## config.mk

```make
export PLATFORM = sky130hd
export DESIGN_NAME = alu_issue_unit
export DESIGN_NICKNAME = d
export VERILOG_FILES = /design/src/rtl/alu_issue_unit.sv
export SDC_FILE = /design/constraint.sdc
export NUM_CORES = 1
export LEC_CHECK = 0
export CAP_MARGIN = 20
export CORE_ASPECT_RATIO = 0.5
export CORE_MARGIN = 2
export CORE_UTILIZATION = 55
export CTS_BUF_LIST = sky130_fd_sc_hd__clkbuf_16
export DETAILED_ROUTE_END_ITERATION = 10
export PLACE_DENSITY = 0.8
export SLEW_MARGIN = 20
export SYNTH_ARGS = -nofsm -noshare
export SYNTH_HDL_FRONTEND = slang
export SYNTH_SLANG_ARGS = --single-unit
```

## constraint.sdc

```tcl
create_clock -name CLK -period 3.56 [get_ports CLK]
set_clock_uncertainty 0.05 [all_clocks]
set_input_delay 0.356 -clock CLK [delete_from_list [all_inputs] [get_ports CLK]]
set_output_delay 0.356 -clock CLK [all_outputs]
set_load 0.02 [all_outputs]
```

## src/rtl/alu_issue_unit.sv

```systemverilog
`default_nettype none
// ============================================================================
// Module   : alu_issue_unit
// Purpose  : Issue/writeback front-end for an external combinational ALU.
//            Owns an 8-entry register file, accepts one operation per
//            valid/ready handshake, holds ALU operands/opcode stable for
//            SETTLE_CYCLES full cycles, then writes RESULT back to the
//            destination register and pulses a completion response.
// Ports    : CLK, RESET              clock / asynchronous active-high reset
//            REQ_VALID, REQ_READY    request handshake
//            REQ_SELECT/SRC1/SRC2/IMM/USE_IMM/DEST  request fields
//            DATA1, DATA2, SELECT    registered ALU inputs
//            RESULT                  ALU output
//            RSP_VALID/RESULT/DEST   completion pulse and captured result
//            DBG_ADDR, DBG_DATA      combinational register file read port
// Revision : 1.0  initial release
// ============================================================================
module alu_issue_unit #(
  parameter int DATA_WIDTH    = 8,
  parameter int REG_COUNT     = 8,
  parameter int SETTLE_CYCLES = 2   // legal range 1..15
) (
  input  logic                  CLK,
  input  logic                  RESET,
  input  logic                  REQ_VALID,
  output logic                  REQ_READY,
  input  logic [2:0]            REQ_SELECT,
  input  logic [2:0]            REQ_SRC1,
  input  logic [2:0]            REQ_SRC2,
  input  logic [DATA_WIDTH-1:0] REQ_IMM,
  input  logic                  REQ_USE_IMM,
  input  logic [2:0]            REQ_DEST,
  output logic [DATA_WIDTH-1:0] DATA1,
  output logic [DATA_WIDTH-1:0] DATA2,
  output logic [2:0]            SELECT,
  input  logic [DATA_WIDTH-1:0] RESULT,
  output logic                  RSP_VALID,
  output logic [DATA_WIDTH-1:0] RSP_RESULT,
  output logic [2:0]            RSP_DEST,
  input  logic [2:0]            DBG_ADDR,
  output logic [DATA_WIDTH-1:0] DBG_DATA
);

  localparam int              c_ADDR_W   = 3;
  localparam logic [0:0]      c_IDLE     = 1'b0;
  localparam logic [0:0]      c_EXEC     = 1'b1;
  // Counter is loaded with SETTLE_CYCLES-1 so that the writeback edge is
  // exactly SETTLE_CYCLES edges after the accept edge.
  localparam logic [3:0]      c_CNT_INIT = 4'(SETTLE_CYCLES - 1);

  logic [0:0]            state_q, state_d;
  logic [3:0]            cnt_q, cnt_d;
  logic                  w_accept;
  logic                  w_wb;

  logic [DATA_WIDTH-1:0] regs_q [REG_COUNT];
  logic [DATA_WIDTH-1:0] data1_q, data2_q;
  logic [2:0]            select_q;
  logic [c_ADDR_W-1:0]   dest_q;
  logic                  rsp_valid_q;
  logic [DATA_WIDTH-1:0] rsp_result_q;
  logic [c_ADDR_W-1:0]   rsp_dest_q;

  // --------------------------------------------------------------------------
  // FSM: state register
  // --------------------------------------------------------------------------
  always_ff @(posedge CLK or posedge RESET) begin
    if (RESET) begin
      state_q <= c_IDLE;
      cnt_q   <= 4'd0;
    end else begin
      state_q <= state_d;
      cnt_q   <= cnt_d;
    end
  end

  // --------------------------------------------------------------------------
  // FSM: next-state logic
  // --------------------------------------------------------------------------
  always_comb begin
    state_d  = state_q;
    cnt_d    = cnt_q;
    w_accept = 1'b0;
    w_wb     = 1'b0;
    case (state_q)
      c_IDLE: begin
        if (REQ_VALID) begin
          w_accept = 1'b1;
          cnt_d    = c_CNT_INIT;
          state_d  = c_EXEC;
        end
      end
      c_EXEC: begin
        // Request inputs are deliberately ignored here; REQ_VALID may stay
        // high and will be taken once the unit is back in IDLE.
        if (cnt_q != 4'd0) begin
          cnt_d = cnt_q - 4'd1;
        end else begin
          w_wb    = 1'b1;
          state_d = c_IDLE;
        end
      end
      default: begin
        state_d = c_IDLE;
        cnt_d   = 4'd0;
      end
    endcase
  end

  // --------------------------------------------------------------------------
  // FSM: outputs (ready depends on state only, no path from REQ_VALID)
  // --------------------------------------------------------------------------
  always_comb begin
    REQ_READY = (state_q == c_IDLE);
  end

  // --------------------------------------------------------------------------
  // Issue and response registers
  // --------------------------------------------------------------------------
  always_ff @(posedge CLK or posedge RESET) begin
    if (RESET) begin
      data1_q      <= '0;
      data2_q      <= '0;
      select_q     <= 3'd0;
      dest_q       <= '0;
      rsp_valid_q  <= 1'b0;
      rsp_result_q <= '0;
      rsp_dest_q   <= '0;
    end else begin
      // Operands are read from the register file at the accept edge; any
      // earlier writeback has already landed, so no bypass is required.
      if (w_accept) begin
        data1_q  <= regs_q[REQ_SRC1];
        data2_q  <= REQ_USE_IMM ? REQ_IMM : regs_q[REQ_SRC2];
        select_q <= REQ_SELECT;
        dest_q   <= REQ_DEST;
      end
      rsp_valid_q <= w_wb;
      if (w_wb) begin
        rsp_result_q <= RESULT;
        rsp_dest_q   <= dest_q;
      end
    end
  end

  // --------------------------------------------------------------------------
  // Register file: one register per entry, written verbatim with RESULT
  // --------------------------------------------------------------------------
  for (genvar g = 0; g < REG_COUNT; g++) begin : g_regfile
    always_ff @(posedge CLK or posedge RESET) begin
      if (RESET) begin
        regs_q[g] <= '0;
      end else if (w_wb && (dest_q == c_ADDR_W'(g))) begin
        regs_q[g] <= RESULT;
      end
    end
  end

  assign DATA1      = data1_q;
  assign DATA2      = data2_q;
  assign SELECT     = select_q;
  assign RSP_VALID  = rsp_valid_q;
  assign RSP_RESULT = rsp_result_q;
  assign RSP_DEST   = rsp_dest_q;
  assign DBG_DATA   = regs_q[DBG_ADDR];

endmodule
`default_nettype wire

```

==> metrics.md <==
| Metric | Value |
|---|---|
| Run status | complete, no violations |
| Standby leakage power | 2.85 nW |
| Maximum number of pins on one net before global-route repair | 54 |
| Startpoint types | input port |
| Fraction of final layout cells sized beyond drive strength 1 | 26.9% |
| Gate Count Post-Synth | 443 |
| Mean Syn Cell Area | 12.4 µm² |
| Deepest level of the CTS H-tree | 3 |
| Kind of end point of the critical path | output pin |
| Area of the placeable core | 9570 µm² |
| Detailed-route DRC error count | 0 |
| Drt first-iter violations | 252 |
| Vias post-DR | 3,981 |
| Most common cell after layout, fill and taps aside | sky130_fd_sc_hd__dfrtp_1 |
| Number of placement rows | 25 |
| Data required time at the worst endpoint | 3150 ps |
| Post-Synthesis Net Count | 479 |
| Clock tree root buffer cell | sky130_fd_sc_hd__clkbuf_16 |
| Post-detail-place hpwl | 9420 µm |
| Setup repair after global routing missed its margin | no |
| Chip width | 145 µm |
| Routability-driven placement congestion ratio | 0.873 |
| First-pass iteration count of the detailed router | 5 |
| Number of instances resized during post-cts repair | 0 |
| Transition time of the tightest slew-check pin | 988 ps |
| Mapped Area | 5500 µm² |
| TritonCTS clock tree | yes |
| Post-CTS setup-driven buffer insertion count | 0 |
| Asr flop ratio synth | 100% |
| Final hold violations | 0 |
| Setup TNS | 0 ps |
| Number of cell instances on the worst register-to-register path | 6 |
| Power Density | 816 nW/µm² |
| Dominant cell type by count on the critical path | sky130_fd_sc_hd__clkdlybuf4s50_1 |
| Max-cap violation count | 0 |
| CP Max Fanout | 16 |
| Max transition margin | 34.1% |
| Relative area change from synthesis to final layout | 19.8% |
| Setup CP Type | in -> out |
| Pins Over Slew Limit | 0 |
| Number of cells after detailed placement | 630 |
| Gr ovfl total | 0 |
| # hold bufs at CTS | 0 |
| Post-route cell area | 6590 µm² |
| Clock Pin Slew Worst Setup and Hold Paths | 60 ps |
| Number of cells in the finished layout apart from fillers | 644 |
| Placed standard-cell area | 6330 µm² |
| Total routing resource utilization after global routing | 27.2% |
| Total of flip-flops plus latches after synthesis | 103 |
| Warning count from the yosys run | 0 |
| Final number of setup-violating endpoints | 0 |
| Number of buffers on the longest clock path | 2 |
| Via-per-instance ratio | 6.18 |
| Via count of the first global-routing pass | 3,855 |
| Num CTS Buffers | 9 |
| Antenna cells | 0 |
| Final cycle utilization of the critical path | 82.4% |
| Clock period minus final worst setup slack | 2930 ps |
| Die Y | 74.7 µm |
| Wire length of the first global-routing pass | 21,800 µm |
| Count of cell types in the netlist | 35 |
| Initial antenna violation count | 0 |
| Die footprint | 10,900 µm² |
| Number of top-level pins | 75 |
| Hold WC Path Type | in -> async |
| Starting density of the core | 57.4% |
| Highest-delay cell along the critical path | sky130_fd_sc_hd__mux4_2 |
| Achievable frequency | 341 MHz |
| Port-buffer cells | 74 |
| Antenna Nets Post-Route | 0 |
| Nets | 542 |
| Post-synth EDFFs | 0 |
| Total wire length | 14,000 µm |
| Sequential share of the synthesized area | 46.9% |
| Peak ir drop on the vdd network | 409 µV |
| Cell-by-cell trace of the critical path | clkdlybuf4s50_1 > buf_4 > mux4_2 > mux2_2 > clkdlybuf4s50_1 |
| Commonest cells after routing, fill and taps aside | 103 x sky130_fd_sc_hd__dfrtp_1, 89 x sky130_fd_sc_hd__mux2_2, 72 x sky130_fd_sc_hd__clkdlybuf4s50_1 |
| Arrival @ worst endpoint | 2530 ps |
| Total clock sinks | 103 |
| Largest stage delay on the critical path | 550 ps |
| Clock latency at the later pin of the worst-skew pair | 350 ps |
| Per-cell routed wire length | 21.7 µm |
| Most used flip-flop cell after synthesis | sky130_fd_sc_hd__dfrtp_1 |
## worst max-delay path: cells and delay by family
kind     cells  cell delay, ps
buf+inv      3            1320
mux          2             840
## where the power goes
| group | internal (mW) | switching (mW) | total (mW) |
|---|---|---|---|
| Sequential | 1.71 | 0.519 | 2.23 |
| Combinational | 1.24 | 1.03 | 2.26 |
| Clock | 0.461 | 0.420 | 0.881 |
## Yosys cell counts (4+ instances only)
cell                       number  area share [%]
sky130_fd_sc_hd__dfrtp_1      103              47
sky130_fd_sc_hd__mux2_2        89              18
sky130_fd_sc_hd__mux2i_1       55              10
sky130_fd_sc_hd__nand2_1       39             2.7
sky130_fd_sc_hd__a22oi_1       16             2.2
sky130_fd_sc_hd__mux4_2        16             6.6
sky130_fd_sc_hd__o22ai_1       14             1.6
sky130_fd_sc_hd__clkbuf_1      12            0.82
sky130_fd_sc_hd__buf_2         11             1.0
sky130_fd_sc_hd__nand3_1       10            0.91
sky130_fd_sc_hd__o21ai_0        9            0.82
sky130_fd_sc_hd__nor2_1         8            0.55
sky130_fd_sc_hd__a211oi_1       6            0.82
sky130_fd_sc_hd__buf_1          6            0.41
sky130_fd_sc_hd__inv_1          6            0.41
sky130_fd_sc_hd__nor2b_1        6            0.68
sky130_fd_sc_hd__a21oi_1        5            0.46
sky130_fd_sc_hd__nand3b_1       5            0.68
sky130_fd_sc_hd__nand2b_1       4            0.46
## stage by stage
stage	total power [mW]	hold slack, ps	util (%)	worst slack (ps)
after floorplan	3.60	411	-	450
after global routing	5.67	456	68.8	552
after CTS	5.37	423	68.8	609
after detailed placement	4.48	415	66.2	615
final	5.37	404	68.8	628
after global placement	4.40	408	66.2	662
## logic make-up after synthesis
| logic type | Yosys count | share of synthesized area (%) |
|---|---|---|
| AO/OA/AOI/OAI | 54 | 6.55 |
| XOR/XNOR | 1 | 0.159 |
| adder cells (fa/ha/maj) | 1 | 0.228 |
| buffers and inverters | 37 | 2.91 |
| flip-flops | 103 | 46.9 |
| multiplexers | 160 | 34.8 |
| AND/OR/NAND/NOR | 87 | 8.47 |
## worst paths after layout
path	start	to	slack (ps)
setup / recovery	DBG_ADDR[0]	DBG_DATA[6]	630
hold / removal	RESET	regs_q[38]	400
setup reg to reg	cnt_q[0]	regs_q[17]	1090
hold reg to reg	SELECT[2]	SELECT[2]	430
max in group asynchronous	RESET	regs_q[18]	2220
min in group CLK	SELECT[2]	SELECT[2]	430
## state kept, by name (all words and copies together) (netlist names)
register / count
DATA2: 8
cnt_q: 4
RSP_DEST: 3
SELECT: 3
regs_q: 64
DATA1: 8
dest_q: 3
state_q: 1
RSP_VALID: 1
RSP_RESULT: 8
## layer usage
metal,routed length (µm),vias up,GRT usage [%],part of all wire (%)
met5,0,-,0,0
met4,175,0,7.41,1.3
met3,1320,20,8.36,9.4
met2,6040,185,41.7,43
met1,6460,2002,38.5,46
li1,-,1774,-,-
## area by class of cell
cell class / count / area, µm²
Multi-Input combinational cell: 303 / 2760
Clock inverter: 5 / 28.8
Fill cell: 718 / 2990
Clock buffer: 9 / 225
Tap cell: 135 / 169
Sequential cell: 103 / 2580
Timing Repair Buffer: 83 / 798
Inverter: 6 / 25.0
Note: power is estimated with default switching activity, not from simulation.
